<file path="src/rtl/multi_warp_fetcher.sv">
// Multi-warp instruction fetcher: per-warp IDLE/PENDING/FETCHED channels sharing one memory port via a round-robin arbiter.
// Optional macro MWF_PERF_COUNTERS_EN adds saturating stall and completed-fetch counters.
module multi_warp_fetcher #(
    parameter int NUM_WARPS   = 4,
    parameter int ADDR_WIDTH  = 12,
    parameter int INSTR_WIDTH = 32
) (
    input  logic                             clk,
    input  logic                             reset,
    input  logic [NUM_WARPS-1:0]             fetch_req,
    input  logic [NUM_WARPS*ADDR_WIDTH-1:0]  pc,
    input  logic [NUM_WARPS-1:0]             fetch_ack,
    output logic                             instruction_mem_read_valid,
    output logic [ADDR_WIDTH-1:0]            instruction_mem_read_address,
    input  logic                             instruction_mem_read_ready,
    input  logic [INSTR_WIDTH-1:0]           instruction_mem_read_data,
    output logic [NUM_WARPS-1:0]             fetch_done,
    output logic [NUM_WARPS*INSTR_WIDTH-1:0] instruction
`ifdef MWF_PERF_COUNTERS_EN
    ,
    output logic [31:0]                      mem_stall_cycles,
    output logic [31:0]                      fetch_count
`endif
);

    localparam int PTR_W = $clog2(NUM_WARPS);

    typedef enum logic [1:0] {W_IDLE, W_PENDING, W_FETCHED} warp_state_e;
    typedef enum logic {ARB_IDLE, ARB_BUSY} arb_state_e;

    warp_state_e            r_wstate     [NUM_WARPS];
    warp_state_e            w_wstate_nxt [NUM_WARPS];
    arb_state_e             r_arb_state;
    arb_state_e             w_arb_nxt;
    logic [PTR_W-1:0]       r_ptr;
    logic [PTR_W-1:0]       r_grant;
    logic [PTR_W-1:0]       w_grant_idx;
    logic [PTR_W-1:0]       w_cand;
    logic                   w_grant_found;
    logic                   w_capture;
    logic [ADDR_WIDTH-1:0]  r_pc    [NUM_WARPS];
    logic [INSTR_WIDTH-1:0] r_instr [NUM_WARPS];
    logic                   r_valid;
    logic [ADDR_WIDTH-1:0]  r_addr;

    // Ready only matters while a request is actually on the bus.
    assign w_capture = r_valid && instruction_mem_read_ready;

    // Round-robin search from r_ptr; descending loop so the closest candidate wins.
    always_comb begin
        w_grant_found = 1'b0;
        w_grant_idx   = r_ptr;
        w_cand        = r_ptr;
        for (int i = NUM_WARPS - 1; i >= 0; i--) begin
            w_cand = r_ptr + PTR_W'(i);
            if (r_wstate[w_cand] == W_PENDING) begin
                w_grant_found = 1'b1;
                w_grant_idx   = w_cand;
            end
        end
    end

    always_comb begin
        w_arb_nxt = r_arb_state;
        case (r_arb_state)
            ARB_IDLE: if (w_grant_found) w_arb_nxt = ARB_BUSY;
            ARB_BUSY: if (w_capture)     w_arb_nxt = ARB_IDLE;
            default:  w_arb_nxt = ARB_IDLE;
        endcase
        for (int w = 0; w < NUM_WARPS; w++) begin
            w_wstate_nxt[w] = r_wstate[w];
            case (r_wstate[w])
                W_IDLE:    if (fetch_req[w]) w_wstate_nxt[w] = W_PENDING;
                W_PENDING: if (w_capture && (r_grant == PTR_W'(w))) w_wstate_nxt[w] = W_FETCHED;
                W_FETCHED: if (fetch_ack[w]) w_wstate_nxt[w] = W_IDLE;
                default:   w_wstate_nxt[w] = W_IDLE;
            endcase
        end
    end

    always_ff @(posedge clk) begin
        if (reset) begin
            r_arb_state <= ARB_IDLE;
            for (int w = 0; w < NUM_WARPS; w++) r_wstate[w] <= W_IDLE;
        end else begin
            r_arb_state <= w_arb_nxt;
            for (int w = 0; w < NUM_WARPS; w++) r_wstate[w] <= w_wstate_nxt[w];
        end
    end

    always_ff @(posedge clk) begin
        if (reset) begin
            r_ptr   <= '0;
            r_grant <= '0;
            r_valid <= 1'b0;
            r_addr  <= '0;
            for (int w = 0; w < NUM_WARPS; w++) begin
                r_pc[w]    <= '0;
                r_instr[w] <= '0;
            end
        end else begin
            for (int w = 0; w < NUM_WARPS; w++) begin
                if (r_wstate[w] == W_IDLE && fetch_req[w])
                    r_pc[w] <= pc[w*ADDR_WIDTH +: ADDR_WIDTH];
            end
            if (r_arb_state == ARB_IDLE && w_grant_found) begin
                r_grant <= w_grant_idx;
                r_ptr   <= w_grant_idx + PTR_W'(1);
                r_valid <= 1'b1;
                r_addr  <= r_pc[w_grant_idx];
            end
            if (w_capture) begin
                r_valid          <= 1'b0;
                r_instr[r_grant] <= instruction_mem_read_data;
            end
        end
    end

`ifdef MWF_PERF_COUNTERS_EN
    logic [31:0] r_stall_cnt;
    logic [31:0] r_fetch_cnt;

    always_ff @(posedge clk) begin
        if (reset) begin
            r_stall_cnt <= '0;
            r_fetch_cnt <= '0;
        end else begin
            if (r_valid && !instruction_mem_read_ready && r_stall_cnt != 32'hFFFF_FFFF)
                r_stall_cnt <= r_stall_cnt + 32'd1;
            if (w_capture && r_fetch_cnt != 32'hFFFF_FFFF)
                r_fetch_cnt <= r_fetch_cnt + 32'd1;
        end
    end

    assign mem_stall_cycles = r_stall_cnt;
    assign fetch_count      = r_fetch_cnt;
`endif

    assign instruction_mem_read_valid   = r_valid;
    assign instruction_mem_read_address = r_addr;

    always_comb begin
        fetch_done  = '0;
        instruction = '0;
        for (int w = 0; w < NUM_WARPS; w++) begin
            fetch_done[w]                               = (r_wstate[w] == W_FETCHED);
            instruction[w*INSTR_WIDTH +: INSTR_WIDTH]   = r_instr[w];
        end
    end

endmodule

</file>
<file path="config.mk">
export PLATFORM = sky130hd
export DESIGN_NAME = multi_warp_fetcher
export DESIGN_NICKNAME = d
export VERILOG_FILES = /design/src/rtl/multi_warp_fetcher.sv
export SDC_FILE = /design/constraint.sdc
export NUM_CORES = 1
export LEC_CHECK = 0
export BUFFER_PORTS_ARGS = -buffer_cell sky130_fd_sc_hd__buf_2
export CAP_MARGIN = 20
export CORE_MARGIN = 4
export CORE_UTILIZATION = 30
export CTS_CLUSTER_SIZE = 10
export DETAILED_ROUTE_END_ITERATION = 8
export PLACE_DENSITY = 0.59
export SYNTH_ARGS = -nofsm -noshare
export SYNTH_HDL_FRONTEND = slang
export SYNTH_SLANG_ARGS = --single-unit
</file>
<file path="constraint.sdc">
create_clock -name clk -period 1.9 [get_ports clk]
set_input_delay 0.285 -clock clk [delete_from_list [all_inputs] [get_ports clk]]
set_output_delay 0.285 -clock clk [all_outputs]
set_load 0.005 [all_outputs]
</file>
==> results of run 1 <==
## cell families (layout without fill, tap and decap cells)
kind of cell	count (synthesis)	after routing	synth area share, %
AO/OA/AOI/OAI	57	57	5.53
AND/OR/NAND/NOR	294	295	16.5
flip-flops	204	204	72.4
buffers and inverters	72	370	3.73
XOR/XNOR	1	1	0.108
multiplexers	11	11	1.73
## registers in the layout (all words and copies together), names as in the netlist, named ones only
| signal | cells |
|---|---|
| r_instr | 128 |
| r_pc | 48 |
| instruction_mem_read_address | 12 |
| r_wstate | 8 |
| r_grant | 2 |
| r_ptr | 2 |
| instruction_mem_read_valid | 1 |
| r_arb_state | 1 |
## cell usage in the layout, fill, tap and decap left out, drive strengths merged, types with 2 or more instances in the layout
| cell type | count |
|---|---|
| a211oi | 3 |
| o22ai | 2 |
| buf | 286 |
| nor2 | 130 |
| nand2 | 64 |
| a221o | 2 |
| clkbuf | 42 |
| o21ai | 23 |
| nor2b | 11 |
| clkinv | 3 |
| and2 | 49 |
| nand4 | 2 |
| nand2b | 12 |
| nand3 | 21 |
| inv | 38 |
| edfxtp | 176 |
| mux4 | 2 |
| a222oi | 11 |
| nor3 | 4 |
| dfxtp | 28 |
| mux2i | 8 |
| a21oi | 7 |
| a22oi | 2 |
## worst max-delay path, stage by stage (launching register included)
cell and delay [ns]:
dfxtp_4 0.35, nor2b_4 0.12, mux4_2 0.54, o21a_4 0.27, clkbuf_16 0.16, o21ai_2 0.10, nand2_1 0.06, a222oi_1 0.31
nor2_1 0.06
## layout make-up
class                   count  area [um2]
fillers                  2497       15400
well taps                 335         419
clock buffers              41         686
multi-input cells         364        2030
clock inverters             4        45.0
inverters                  38         143
repair buffers            287        1730
flip-flops and latches    204        5860
## worst paths after layout
path,depth (start not counted),startpoint,slack [ns],end
worst max-delay path,8,r_wstate[3][0],-0.21,instruction_mem_read_address[2]
worst max register to register,8,r_wstate[3][0],-0.21,instruction_mem_read_address[2]
worst min-delay path,2,pc[28],0.05,r_pc[2][4]
worst min register to register,2,r_arb_state,0.47,r_arb_state
## power groups by stage
stage / sequential [uW] / combinational [uW] / clock (uW)
after floorplan: 5700 / 1660 / 0
after global placement: 5750 / 2870 / 0
after detailed placement: 5750 / 2900 / 0
after CTS: 5670 / 3150 / 4410
after global routing: 5710 / 3520 / 4610
final: 5670 / 3220 / 4280
## metal layers
layer,wire (um),track usage [%]
met3,2320,2.74
met2,10300,23.7
met5,0,0
met1,8990,18.9
met4,356,2.97
## what timing repair did
item,in CTS,in global routing
setup endpoints to repair,19,32
gates resized for setup,14,9
hold buffers,0,0
buffers inserted,1,0
pin swaps,10,14
gates cloned,2,2
## stage by stage
stage / power (uW) / cells
finish: 13200 / 1273
global route: 13800 / 1273
CTS: 13200 / 1271
detailed placement: 8650 / 1223
global placement: 8620 / 1223
floorplan: 7360 / 639
==> summary.txt, run 1 <==
Outcome
  • Outcome: finished, violations left
  • Failing checks: negative setup slack

Synthesis
  • Synth async-reset ratio: 0%
  • Synth warn: 0
  • Cell with the most instances after synthesis: edfxtp_1
  • Area leader, netlist: edfxtp_1
  • Syn Inst Count: 639
  • Netlist cell types: 44
  • Synth Flop Type: edfxtp_1
  • Yosys reg bits: 204
  • Syn_area_per_cell: 12.6 um2
  • Synth top cells by count: edfxtp_1, nor2_1, nand2_1
  • Area share of the largest cell type after synthesis: 65.4%
  • Synth Cell Area: 8080 um2
  • Post-Synthesis Net Count: 730
  • Seq/Total Area, Yosys: 72.4%
  • Post-synth EDFFs: 176
  • Top area cells in the synthesized netlist: edfxtp_1, dfxtp_1, nor2_1

Timing
  • RSZ-0062 raised after global routing: true
  • Setup ws final: -0.213 ns
  • Tcrit/Tclk final: 111%
  • Clock skew: 0.0181 ns
  • Worst slew margin: 61.9%
  • Slew @ Worst Pin: 0.568 ns
  • Hold_ws: 0.0538 ns
  • Hold violation total from the final report: 0
  • Pins over their slew limit: 0
  • Max Clk Rate: 0.473 GHz
  • Tmin final: 2.11 ns
  • Setup-failing EPs final: 19
  • Final setup TNS: -2.87 ns

GRT
  • Initial antenna violation count: 0
  • First-pass GRT wire length: 32200 um
  • Vias in the first global route: 5669
  • Largest net degree at the start of global routing: 33
  • All-Layer GR Usage: 14.0%
  • GRT overflow: 0

CTS
  • Clock-pin slew on the worst setup and hold paths: 0.06 ns
  • CTS Sinks: 204
  • CTS tree: done
  • Clock root buffer: clkbuf_16
  • CTS buffer count: 25
  • Clock Tree Buf Depth: 3
  • Clk_lat worst skew: 0.51 ns
  • Htree depth: 1

Floorplanning
  • # IOs: 236
  • Die Width: 172 um
  • Die ar.: 29600 um2
  • Die H: 172 um
  • Site Rows: 59
  • Initial Utilization: 30.7%
  • Core area: 26300 um2

Finish
  • ANT cells: 0
  • Layout cells sized above 1: 38.4%
  • Core Util, Final: 41.5%
  • Final instance area: 10900 um2
  • Fin nets: 1011
  • Area growth from synthesis to layout: 35.0%

Drt
  • Post-route ant nets: 0
  • Vias: 5809
  • Residual DRC: 0
  • Via-per-instance ratio: 4.56
  • Routed wire length: 22000 um
  • Iteration-0 DRC Markers: 494
  • First-pass detailed-route iteration total: 5
  • Routed len/inst: 17.3 um

Power
  • Clock power share: 32.5%
  • Flop pwr share: 43.1%
  • Leak: 0.00480 uW
  • Peak VDD IR: 572 uV
  • Sw Ratio: 28.2%
  • Switching Power: 3710 uW
  • Internal power: 9460 uW
  • Logic pwr share: 24.5%
  • Pwr dens: 1210 nW/um2

Critical path
  • Crit start category: register
  • CP Class: register to register
  • CP required: 2.28 ns
  • Critical path data arrival time: 2.49 ns
  • Worst-path maximum fanout: 5
  • Crit. End Element: register

Placed design
  • Placed wire-length estimate: 15400 um
  • Port Buffers: 235
  • Placement Setup Slack: -0.201 ns
  • Final Wtd Congestion: 0.854
  • Placement Cell Area: 10000 um2

Run
  • MaxCap Viol Count: 0

Worst hold path
  • Hold Crit Class: primary input to register
Power figures use the tool's default switching activity.
==> run 2: changes to the inputs <==
==> constraint.sdc (replaced) <==
create_clock -name clk -period 1.9 [get_ports clk]
set_input_delay 0.38 -clock clk [delete_from_list [all_inputs] [get_ports clk]]
set_output_delay 0.38 -clock clk [all_outputs]
set_load 0.005 [all_outputs]
==> run 2 against run 1 <==
The run still ends with negative setup slack left; total power rose by 0.38%; maximum frequency fell by 0.89%; non-clock buffer count is 3 higher; setup slack worse by 0.019 ns; wire length up 1.1%; global-route usage about the same.
==> summary.txt, run 2 (synthesis gave the netlist of run 1 again) <==
CTS
  • CTS tree: done
  • # hold bufs at CTS: 0
  • Clock Tree Buf Depth: 3
  • CTS Sinks: 204
  • Clock-pin slew on the worst setup and hold paths: 0.06 ns
  • Clk_lat worst skew: 0.50 ns
  • CTS buffer count: 25
  • Htree depth: 1
  • Clock root buffer: clkbuf_16

Timing
  • Final setup TNS: -2.82 ns
  • Setup-failing EPs final: 19
  • Tmin final: 2.13 ns
  • Slew @ Worst Pin: 0.415 ns
  • Clock skew: 0.0116 ns
  • RSZ-0062 raised after global routing: true
  • Setup ws final: -0.232 ns
  • Max Clk Rate: 0.469 GHz
  • Worst slew margin: 72.3%
  • Hold_ws: 0.154 ns
  • Pins over their slew limit: 0
  • Tcrit/Tclk final: 112%
  • Hold violation total from the final report: 0

Worst hold path
  • Hold Crit Class: primary input to register

Placed design
  • Port Buffers: 235
  • Final Wtd Congestion: 0.803
  • Placed wire-length estimate: 15600 um
  • # placed instances: 1226
  • Placement Setup Slack: -0.203 ns

GRT
  • All-Layer GR Usage: 14.0%
  • GRT overflow: 0
  • Largest net degree at the start of global routing: 35
  • First-pass GRT wire length: 32100 um
  • Initial antenna violation count: 0
  • Vias in the first global route: 5597

Critical path
  • Crit. End Element: register
  • Worst-path maximum fanout: 20
  • CP required: 2.28 ns
  • CP Class: register to register
  • Crit start category: register
  • Critical path data arrival time: 2.51 ns
  • R2R setup slack: -0.23 ns

Floorplanning
  • Site Rows: 59
  • # IOs: 236
  • Die ar.: 29600 um2
  • Die H: 172 um
  • Die Width: 172 um
  • Initial Utilization: 30.7%
  • Core area: 26300 um2

Drt
  • Routed wire length: 22200 um
  • Residual DRC: 0
  • Post-route ant nets: 0
  • Via-per-instance ratio: 4.61
  • Vias: 5862
  • Iteration-0 DRC Markers: 498
  • First-pass detailed-route iteration total: 5
  • Routed len/inst: 17.5 um

Run
  • MaxCap Viol Count: 0

Outcome
  • Failing checks: negative setup slack
  • Outcome: finished, violations left

Finish
  • Commonest non-fill, non-tap cell in the layout: buf_2
  • Area growth from synthesis to layout: 35.9%
  • Max FFs per register: 128
  • ANT cells: 0
  • Area of the multi-input gates: 2050 um2
  • Fill count: 2461
  • Fin nets: 1014
  • Layout cells sized above 1: 38.9%
  • Non-filler cells, final: 1271
  • Storage element area: 5860 um2
  • Most frequent cells in the layout: buf_2, edfxtp_1, nor2_1
  • Biggest register: r_instr

Power
  • Peak VDD IR: 538 uV
  • Leak: 0.00484 uW
  • Pwr dens: 1200 nW/um2
[run 2: changes by cell type in the layout (fill, tap and decap cells not counted), sizes merged]
cell and change:
bufinv +1, buf +3, clkbuf -6
[run 2: area by class of cell]
| cell class | count | area share, % |
|---|---|---|
| sequential | 204 | 53.3 |
| multi-input combinational | 364 | 18.7 |
| timing repair buffer | 290 | 16.2 |
| clock buffer | 35 | 6.04 |
| tap | 335 | 3.82 |
| inverter | 38 | 1.30 |
| clock inverter | 5 | 0.650 |
[run 2: worst paths after layout]
kind,start,end,cells after the start
hold / removal,pc[14],r_pc[1][2],2
hold reg to reg,r_arb_state,r_arb_state,2
setup / recovery,r_wstate[3][0],instruction_mem_read_address[3],8
setup reg to reg,r_wstate[3][0],instruction_mem_read_address[3],8
[run 2: metal layers]
layer	GRT usage [%]	wire [um]	vias to the layer above
met5	0	0	-
met4	2.73	301	0
met3	3.04	2110	32
met2	24.0	10500	307
met1	18.6	9280	2747
li1	-	-	2776
[run 2: per-stage QoR]
step           area, um2  total power (uW)  util [%]
3_3_place_gp       10100              8640      38.5
3_5_place_dp       10100              8690      38.5
6_report           11000             13200      41.8
4_1_cts            10900             13300      41.7
5_1_grt            11000             13900      41.8
2_1_floorplan       8140              7360         -
[run 2: power by group]
part           leakage, uW  internal (uW)  switching (uW)
clock             0.000353           2660            1700
combinational      0.00241           1450            1750
sequential         0.00208           5390             271
[run 2: repair_timing]
item | CTS | global route
gates resized for setup | 21 | 5
gates cloned | 1 | 0
endpoints found under the setup margin | 19 | 20
pin swaps | 9 | 10
buffers inserted | 5 | 0
[run 2: worst max-delay path, cell delays in order (launching register included)]
cell and delay (ns):
dfxtp_4 0.35, nor2b_4 0.12, mux4_2 0.54, o21a_1 0.25, buf_12 0.17, o21ai_2 0.11
nand2_1 0.07, a222oi_1 0.31, nor2_1 0.07
==> run 3: changes to the inputs <==
--- a/config.mk
+++ b/config.mk
@@ -11,7 +11,7 @@
 export CORE_UTILIZATION = 30
 export CTS_CLUSTER_SIZE = 10
 export DETAILED_ROUTE_END_ITERATION = 8
-export PLACE_DENSITY = 0.59
+export PLACE_DENSITY = 0.57
 export SYNTH_ARGS = -nofsm -noshare
 export SYNTH_HDL_FRONTEND = slang
 export SYNTH_SLANG_ARGS = --single-unit
==> constraint.sdc (replaced) <==
create_clock -name clk -period 2.1 [get_ports clk]
set_input_delay 0.42 -clock clk [delete_from_list [all_inputs] [get_ports clk]]
set_output_delay 0.42 -clock clk [all_outputs]
set_load 0.005 [all_outputs]
==> run 3 against run 2 <==
The run still ends with negative setup slack left; first-iteration DRC count down 11%; non-clock buffer count unchanged; largest cell class unchanged; sequential share of layout area fell by 0.17 points.
==> summary.txt, run 3 (synthesis gave the netlist of run 1 again) <==
GRT
  • All-Layer GR Usage: 14.5%
  • Vias in the first global route: 5709
  • First-pass GRT wire length: 33000 um
  • Largest net degree at the start of global routing: 35
  • GRT overflow: 0
  • Initial antenna violation count: 1

CTS
  • Htree depth: 1
  • # hold bufs at CTS: 0
  • Clock-pin slew on the worst setup and hold paths: 0.06 ns
  • CTS tree: done
  • Clock Tree Buf Depth: 3
  • Clk_lat worst skew: 0.52 ns
  • CTS Sinks: 204
  • Clock root buffer: clkbuf_16
  • CTS buffer count: 25

Power
  • Flop pwr share: 42.6%
  • Leak: 0.00485 uW
  • Peak VDD IR: 713 uV
  • Sw Ratio: 28.9%
  • Internal power: 8550 uW
  • Clock power share: 32.2%
  • Switching Power: 3470 uW
  • Pwr dens: 1090 nW/um2
  • Tot Pwr: 12000 uW
  • Logic pwr share: 25.2%

Critical path
  • CP cell instances: nor2b_4 -> mux4_2 -> buf_6 -> o21a_4 -> buf_12 -> o21ai_2 -> nand2_1 -> a222oi_1 -> nor2_1
  • Worst-path maximum fanout: 5
  • Crit start category: register
  • Worst path max stage delay: 0.51 ns
  • Critical path's slowest cell: mux4_2
  • Critical path data arrival time: 2.57 ns
  • R2r worst-path depth: 9
  • Crit. End Element: register
  • CP required: 2.49 ns
  • CP Class: register to register

Finish
  • Final instance area: 11000 um2
  • Biggest register: r_instr
  • Area growth from synthesis to layout: 36.3%
  • Max FFs per register: 128
  • Commonest non-fill, non-tap cell in the layout: buf_2
  • Layout cells sized above 1: 38.6%
  • Fin nets: 1014
  • Most frequent cells in the layout: buf_2, edfxtp_1, nor2_1

Worst hold path
  • Hold depth: 2
  • Hold Crit Class: primary input to register

Timing
  • Hold violation total from the final report: 0
  • Max Clk Rate: 0.460 GHz
  • Hold_ws: 0.181 ns
  • Setup ws final: -0.0726 ns
  • Worst slew margin: 59.0%
  • Pins over their slew limit: 0
  • Clock skew: 0.0196 ns
  • RSZ-0062 raised after global routing: true
  • Slew @ Worst Pin: 0.612 ns
  • Setup-failing EPs final: 12
  • Tcrit/Tclk final: 103%
  • Tmin final: 2.17 ns

Drt
  • Routed wire length: 22700 um
  • Via-per-instance ratio: 4.60
  • Post-route ant nets: 0
  • First-pass detailed-route iteration total: 6
  • Routed len/inst: 17.7 um
  • Vias: 5873
  • Residual DRC: 0
  • Iteration-0 DRC Markers: 445

Outcome
  • Outcome: finished, violations left
  • Failing checks: negative setup slack

Floorplanning
  • Die H: 172 um
  • Site Rows: 59
  • # IOs: 236
  • Initial Utilization: 30.7%
  • Core area: 26300 um2
  • Die ar.: 29600 um2
  • Die Width: 172 um

Placed design
  • Placement Cell Area: 9960 um2
  • Placed wire-length estimate: 15800 um
  • Final Wtd Congestion: 0.810
  • Port Buffers: 235
  • Placement Setup Slack: -0.227 ns

Run
  • MaxCap Viol Count: 0
## run 3: cell count changes in the layout (fill, tap and decap cells not counted), moves of 3 or more
cell / change
buf_12: -4
clkbuf_1: +5
dfxtp_2: +3
o21ai_1: +3
o21ai_0: -3
## run 3: worst max-delay path: cells and delay by family, from the launching register on
family / cells / cell delay, ns
AO/OA/AOI/OAI: 3 / 0.65
buffers and inverters: 2 / 0.30
AND/OR/NAND/NOR: 3 / 0.25
flip-flops: 1 / 0.32
multiplexers: 1 / 0.51
## run 3: final timing paths
kind / start / end / slack (ns)
worst min register to register: r_arb_state / r_arb_state / 0.47
worst max-delay path: r_wstate[3][0] / instruction_mem_read_address[9] / -0.07
worst min-delay path: pc[42] / r_pc[3][6] / 0.18
worst max register to register: r_wstate[3][0] / instruction_mem_read_address[9] / -0.07
## run 3: layout make-up
cell class              count  area [um2]
diodes                      1        2.50
repair buffers            290        1800
clock inverters             5        40.0
inverters                  38         143
flip-flops and latches    204        5860
fillers                  2542       15300
clock buffers              41         696
multi-input cells         364        2060
well taps                 335         419
## run 3: routing by layer
| layer | track usage [%] | up-vias | wire length, um |
|---|---|---|---|
| met5 | 0 | - | 13 |
| met2 | 25.3 | 300 | 10800 |
| met3 | 3.18 | 37 | 2190 |
| met4 | 2.56 | 2 | 377 |
| met1 | 18.8 | 2746 | 9320 |
| li1 | - | 2788 | - |
## run 3: power groups by stage
| stage | clock network, uW | registers (uW) | logic [uW] |
|---|---|---|---|
| 4_1_cts | 3970 | 5120 | 2910 |
| 3_3_place_gp | 0 | 5200 | 2520 |
| 6_report | 3870 | 5130 | 3030 |
| 3_5_place_dp | 0 | 5200 | 2540 |
| 2_1_floorplan | 0 | 5160 | 1450 |
| 5_1_grt | 4150 | 5160 | 3280 |
## run 3: what timing repair did
action | in CTS | in global routing
gates resized for setup | 30 | 17
endpoints found under the setup margin | 13 | 28
gates cloned | 4 | 0
pin swaps | 18 | 17
buffers inserted | 7 | 2
## run 3: stage by stage
stage	TNS (ns)	utilization (%)	std cells
3_5_place_dp	-1.66	37.9	1218
4_1_cts	-0.306	41.6	1274
3_3_place_gp	-0.965	37.9	1218
6_report	-0.534	41.9	1278
2_1_floorplan	0	-	639
5_1_grt	-1.90	41.9	1277
